File: src/rtl/lfsr_rng.sv
// Galois LFSR random-number generator: seed load, idle stirring, and a
// req/valid/ready word interface with rejection sampling against a limit.
`timescale 1ns/1ps

module lfsr_rng #(
    parameter int                WIDTH      = 16,
    parameter logic [WIDTH-1:0]  TAPS       = 16'hB400,
    parameter int                OUT_W      = 8,
    parameter logic [WIDTH-1:0]  RESET_SEED = 16'h0001
) (
    input  logic              clk,
    input  logic              clr,
    input  logic [WIDTH-1:0]  seed,
    input  logic              load,
    input  logic              stir,
    input  logic              req,
    input  logic [OUT_W-1:0]  limit,
    input  logic              rnd_ready,
    output logic              out,
    output logic              busy,
    output logic [OUT_W-1:0]  rnd,
    output logic              rnd_valid
);

    localparam int CNT_W = (OUT_W < 2) ? 1 : $clog2(OUT_W);
    localparam logic [CNT_W-1:0] LAST = CNT_W'(OUT_W - 1);

    typedef enum logic [1:0] {
        IDLE  = 2'd0,
        SHIFT = 2'd1,
        VALID = 2'd2
    } fsm_t;

    fsm_t             fsm_q;
    logic [WIDTH-1:0] lfsr_q;
    logic [WIDTH-1:0] lfsr_next;
    logic             fb;
    logic [OUT_W-1:0] acc_q;
    logic [OUT_W-1:0] word;
    logic [OUT_W-1:0] lim_q;
    logic [OUT_W-1:0] rnd_q;
    logic             rnd_valid_q;
    logic [CNT_W-1:0] cnt_q;

    // Shifting acc left and OR-ing in the bit also covers OUT_W == 1.
    always_comb begin
        fb        = lfsr_q[0];
        lfsr_next = (lfsr_q >> 1) ^ (fb ? TAPS : '0);
        word      = (acc_q << 1) | OUT_W'(fb);
    end

    always_ff @(posedge clk or negedge clr) begin
        if (!clr) begin
            fsm_q       <= IDLE;
            lfsr_q      <= RESET_SEED;
            acc_q       <= '0;
            cnt_q       <= '0;
            lim_q       <= '0;
            rnd_q       <= '0;
            rnd_valid_q <= 1'b0;
        end else if (load) begin
            // A zero seed would lock the register up, so it is replaced by 1.
            lfsr_q      <= (seed == '0) ? WIDTH'(1) : seed;
            fsm_q       <= IDLE;
            acc_q       <= '0;
            cnt_q       <= '0;
            rnd_valid_q <= 1'b0;
        end else begin
            case (fsm_q)
                IDLE: begin
                    if (req) begin
                        lim_q <= limit;
                        cnt_q <= '0;
                        acc_q <= '0;
                        fsm_q <= SHIFT;
                    end else if (stir) begin
                        lfsr_q <= lfsr_next;
                    end
                end
                SHIFT: begin
                    lfsr_q <= lfsr_next;
                    if (cnt_q == LAST) begin
                        acc_q <= '0;
                        cnt_q <= '0;
                        if (word <= lim_q) begin
                            rnd_q       <= word;
                            rnd_valid_q <= 1'b1;
                            fsm_q       <= VALID;
                        end
                    end else begin
                        acc_q <= word;
                        cnt_q <= cnt_q + CNT_W'(1);
                    end
                end
                VALID: begin
                    // The handoff edge may also accept the next request.
                    if (rnd_ready) begin
                        rnd_valid_q <= 1'b0;
                        if (req) begin
                            lim_q <= limit;
                            cnt_q <= '0;
                            acc_q <= '0;
                            fsm_q <= SHIFT;
                        end else begin
                            fsm_q <= IDLE;
                        end
                    end
                end
                default: begin
                    fsm_q <= IDLE;
                end
            endcase
        end
    end

    assign out       = lfsr_q[0];
    assign busy      = (fsm_q != IDLE);
    assign rnd       = rnd_q;
    assign rnd_valid = rnd_valid_q;

endmodule

File: config.mk
export PLATFORM = sky130hd
export DESIGN_NAME = lfsr_rng
export DESIGN_NICKNAME = d
export VERILOG_FILES = /design/src/rtl/lfsr_rng.sv
export SDC_FILE = /design/constraint.sdc
export NUM_CORES = 1
export LEC_CHECK = 0
export ABC_AREA = 1
export CAP_MARGIN = 20
export CORE_UTILIZATION = 47
export DETAILED_ROUTE_END_ITERATION = 6
export PLACE_DENSITY = 0.75
export SYNTH_ARGS = -nofsm -noshare
export SYNTH_HDL_FRONTEND = slang
export SYNTH_SLANG_ARGS = --single-unit
File: constraint.sdc
create_clock -name clk -period 1.7 [get_ports clk]
set_clock_uncertainty 0.1 [all_clocks]
set_input_delay 0.34 -clock clk [delete_from_list [all_inputs] [get_ports clk]]
set_output_delay 0.34 -clock clk [all_outputs]
set_load 0.005 [all_outputs]
---- Word-level counts from Yosys, hierarchy flattened ----
Cells that the tools add are included.
W data, S select, Z words.
storage, ports and cells
  register bits after elaboration ......... 46
  input bits .............................. 30
  output and inout bits ................... 11
  word-level logic and storage cells ...... 66
cells by class
  $add $sub $neg .......................... 1
  magnitude comparators ................... 1
  eq/ne operators ......................... 10
  multiplexer cells ....................... 31
  bitwise logic cells ..................... 3
  reduce and logical (&&, ||, !) cells .... 13
operator list
  kind                   number
  $mux W16               5
  $mux W8                6
  $pmux W16 S2           1
  $pmux W8 S3            1
  $ne A3 B3 Y1 const B   6
  $logic_not A16 Y1      1
  $pmux W8 S2            1
  $xor A15 B16 Y16       1
  $mux W3                4
  $reduce_and A4 Y1      3
  $mux W2                5
  $pmux W3 S3            1
  $le A8 B8 Y1           1
  $or A8 B1 Y8           1
  $pmux W2 S3            1
  $reduce_and A3 Y1      2
  $reduce_bool A3 Y1     2
  $mux W1                5
  $reduce_bool A2 Y1     2
  $reduce_bool A4 Y1     1
  $add A3 B1 Y3 const B  1
  $eq A3 B3 Y1 const B   1
  $eq A2 B1 Y1 const B   1
  $eq A2 B2 Y1 const B   1
  other kinds (5)        5

---- Longest topological paths before layout ----
  word-level depth ........................ 6
  mapped depth ............................ 13

---- Least setup slack after synthesis ----
OpenSTA, ideal clock, no wires.
  path type ............................... reg2reg
  start point ............................. register lfsr_q[0]
  end point ............................... register fsm_q[1]
  setup time .............................. 123 ps
  data arrival time ....................... 1470 ps
  data required time ...................... 1477 ps
  path slack .............................. 6 ps
  cell stages (with the launch flop) ...... 13
  clock period less this slack ............ 1694 ps
  cells stage by stage .................... dfstp_2 inv_1 ha_1 inv_1 nand2_1 nand2_1 nand2_1 nand2_1 nand2_1 nand2_1 nand2_2 nand2_2 nand2_1
between the ends
  longest elaborated chain between the ends .. 4
ends and longest elaborated chain
  item                                line  RTL
  start: declaration                  35    logic [WIDTH-1:0] lfsr_q;
  start signal: assignment            63    lfsr_q <= (seed == '0) ? WIDTH'(1) : seed;
  start signal: assignment            77    lfsr_q <= lfsr_next;
  start signal: assignment            81    lfsr_q <= lfsr_next;
  $or A8 B1 Y8                        49    word = (acc_q << 1) | OUT_W'(fb);
  $le A8 B8 Y1                        85    if (word <= lim_q) begin
  $ne A3 B3 Y1 (no source line)       -
  $reduce_and A4 Y1 (no source line)  -
  end signal: assignment              54    fsm_q <= IDLE;
  end signal: assignment              64    fsm_q <= IDLE;
  end signal: assignment              88    fsm_q <= VALID;
  end: declaration                    34    fsm_t fsm_q;
Every way passes these cells.
A chain may end at the register's enable or synchronous reset.

---- Worst setup path after layout ----
  start point ............................. register acc_q[4]
  end point ............................... register rnd_q[1], in the netlist rnd[1]
between the ends
  longest elaborated chain between the ends .. 3
ends and longest elaborated chain
  item                                line  RTL
  start: declaration                  38    logic [OUT_W-1:0] acc_q;
  start signal: assignment            91    acc_q <= word;
  $or A8 B1 Y8                        49
  $le A8 B8 Y1                        85
  $reduce_and A4 Y1 (no source line)  -
  end signal: assignment              86    rnd_q <= word;
  end: declaration                    41    logic [OUT_W-1:0] rnd_q;
Every way passes these cells.

==> flow_metrics.tcl <==
set metrics [dict create \
    violations "negative setup slack" \
    max_freq_mhz 581.7 \
    routabilityCongestion 0.8067 \
    cts_tree "yes" \
    drc 0 \
    routed_wirelength_mm 5.179 \
    worstHoldStart "rnd[5]" \
    timing.final.hold_violations 0 \
    pin_count 41 \
    wl_per_cell_um 12.66 \
    grt_use_total_pct 21.03 \
    reg2reg_from "acc_q[4]" \
    use_met2_pct 33.54 \
    syn_area_um2 2331 \
    grt.met3_usage_pct 4.861 \
    synth_edf_count 0 \
    yosysWarnings 0 \
    avgSynthCellArea_um2 8.698 \
    diodes 0 \
    initial_core_util_pct 49.03 \
    antenna_left 0 \
    worstSetupPathType "reg2reg" \
    ys_ff_latch 45 \
    synth_area_leaders "dfrtp_1, nand2_1, inv_1, ha_1, nor2_1" \
    synthArstFlopShare_pct 100.0 \
    core_um2 4755 \
    worstHoldPathCells 2 \
    power_density_nw_per_um2 806.6 \
    min_period_ns 1.719 \
    grt_max_degree 46 \
    fin_crit_sh_pct 101.1 \
    clock_path_buffers 2 \
    dieHeight_um 72.43 \
    dp_slack_ns -0.09947 \
    cts.sinks 45 \
    nets 381 \
    cp-end-kind "flip-flop" \
    relSlewSlack_pct 77.84 \
    grt_overflow 0 \
    firstDrtPassIters 4 \
    grt-busiest-layer "met2" \
    syn-num-nets 308 \
    clk_pin_slew_ns 0.09 \
    cap_violations 0 \
    grt_pass1_wl_mm 8.487 \
    rows 25 \
    start_kind "flip-flop" \
    layout_common_cells "nand2_1, dfrtp_1, clkdlybuf4s50_1" \
    clock_latency_ns 0.30 \
    grt_use_met1_pct 28.00 \
    utilization_pct 68.89 \
    mostFrequentLayoutCell "nand2_1" \
    ys_types 34 \
    synth_top_area_share_pct 47.24 \
    vias 2016 \
    power_leakage_nw 1.564 \
    io_buffers 40 \
    dieWidth_um 72.43 \
    avgViaCountPerCell 4.929 \
    synth-seq-area-share_pct 48.36 \
    cp.arrival_ns 1.82 \
    die-area_um2 5245 \
    ir_worst_vdd_mv 0.4243 \
    yosysTopAreaCell "dfrtp_1" \
    totalPowerFinal_mw 2.642 \
    synth_cells 268 \
    slew_viol_final 0 \
    status "complete, but fails checks" \
    final_area_um2 3276 \
    timing.rr.end "rnd[1]" \
    layout_setup_ws_ns -0.01924 \
    crit_path_max_fanout 9 \
    drtIter0Drc 129 \
    min_to "rnd[5]" \
    placed_cell_area_um2 3005 \
    numCtsBuffers 5 \
    drive_gt1_share_pct 24.85 \
    htreeDepth 2 \
    syn2layout_area_growth_pct 40.53 \
    hold_path.class "reg2reg" \
    worst_pin_slew_ns 0.3320 \
    cts_root_buf "clkbuf_8" \
    synth_ff_type "dfrtp_1" \
    r2r_cells 8 \
    r2r_setup_slack_ns -0.02 \
    finalSetupViolations 9 \
    fin_tns_setup_ns -0.1107 \
    dp_hpwl_mm 3.568 \
    grt_pass1_vias 1922 \
    antenna_found_initial 0 \
    grt_setup_unrepaired "yes" \
    crit_required_ns 1.80 \
]
-- state kept, by name (all words and copies together) (netlist names) --
| signal | cells |
|---|---|
| lfsr_q | 16 |
| acc_q | 7 |
| cnt_q | 3 |
| rnd | 8 |
| rnd_valid | 1 |
| fsm_q | 2 |
| lim_q | 8 |
-- how the worst max path moves through the flow --
stage,startpoint,cells after the start,end
6_report,acc_q[4],8,rnd[1]
5_1_grt,lfsr_q[0],13,rnd[5]
4_1_cts,acc_q[4],9,rnd[1]
3_5_place_dp,load,7,lfsr_q[9]
3_3_place_gp,load,7,lfsr_q[9]
2_1_floorplan,lfsr_q[0],12,fsm_q[1]
-- logic make-up after synthesis --
group                    share of synthesized area (%)
buffers and inverters                            9.339
AO/OA/AOI/OAI                                    16.37
adder cells (fa/ha/maj)                          5.368
flip-flops                                       48.36
AND/OR/NAND/NOR                                  20.13
multiplexers                                    0.4294
-- cells in the mapped netlist (3+ instances only) --
| cell | count |
|---|---|
| a21oi_1 | 12 |
| nand2_1 | 53 |
| a21oi_2 | 8 |
| nand3_1 | 13 |
| o22ai_1 | 8 |
| o21ai_1 | 11 |
| a31oi_1 | 4 |
| nor2_1 | 29 |
| dfrtp_1 | 44 |
| o21ai_0 | 10 |
| ha_1 | 10 |
| nand2_2 | 4 |
| inv_1 | 35 |
| buf_6 | 3 |
-- timing repair --
item / in CTS / in global routing
setup endpoints to repair: 12 / 12
buffers inserted: 2 / 2
hold buffers: 1 / 0
pin swaps: 2 / 14
endpoints found under the hold margin: 44 / 0
resized for setup: 10 / 20
cloned: 0 / 0
-- per-stage QoR --
step,hold WS (ns),cells
6_report,0.3812,409
5_1_grt,0.4188,409
4_1_cts,0.3834,407
3_5_place_dp,0.2351,396
3_3_place_gp,0.2372,396
2_1_floorplan,-0.05559,268
-- per-layer routing --
metal | up-vias | share of wire [%]
met5 | - | 0
met3 | 9 | 3.5
met4 | 0 | 1.5
met1 | 942 | 46
li1 | 1025 | -
met2 | 40 | 49
-- layout make-up --
cell class,count,area [um^2]
fillers,375,1479
clock buffers,6,72.57
flip-flops and latches,45,1127
clock inverters,2,38.79
inverters,38,147.6
repair buffers,74,709.4
well taps,67,83.83
multi-input cells,177,1096
-- where the power goes --
group / internal, mW / switching (mW)
Clock: 0.441 / 0.366
Combinational: 0.291 / 0.305
Sequential: 1.19 / 0.0529
-- worst max-delay path, cell delays in order, from the launching register on --
cell and delay (ns):
dfrtp_1 0.43, ha_4 0.29, nand2_1 0.06, nor2_2 0.14, nand4_1 0.18, nand2_4 0.19
nand2_8 0.09, nand2_1 0.07, nand2_1 0.06
No activity file was read; power rests on OpenSTA's default activity.
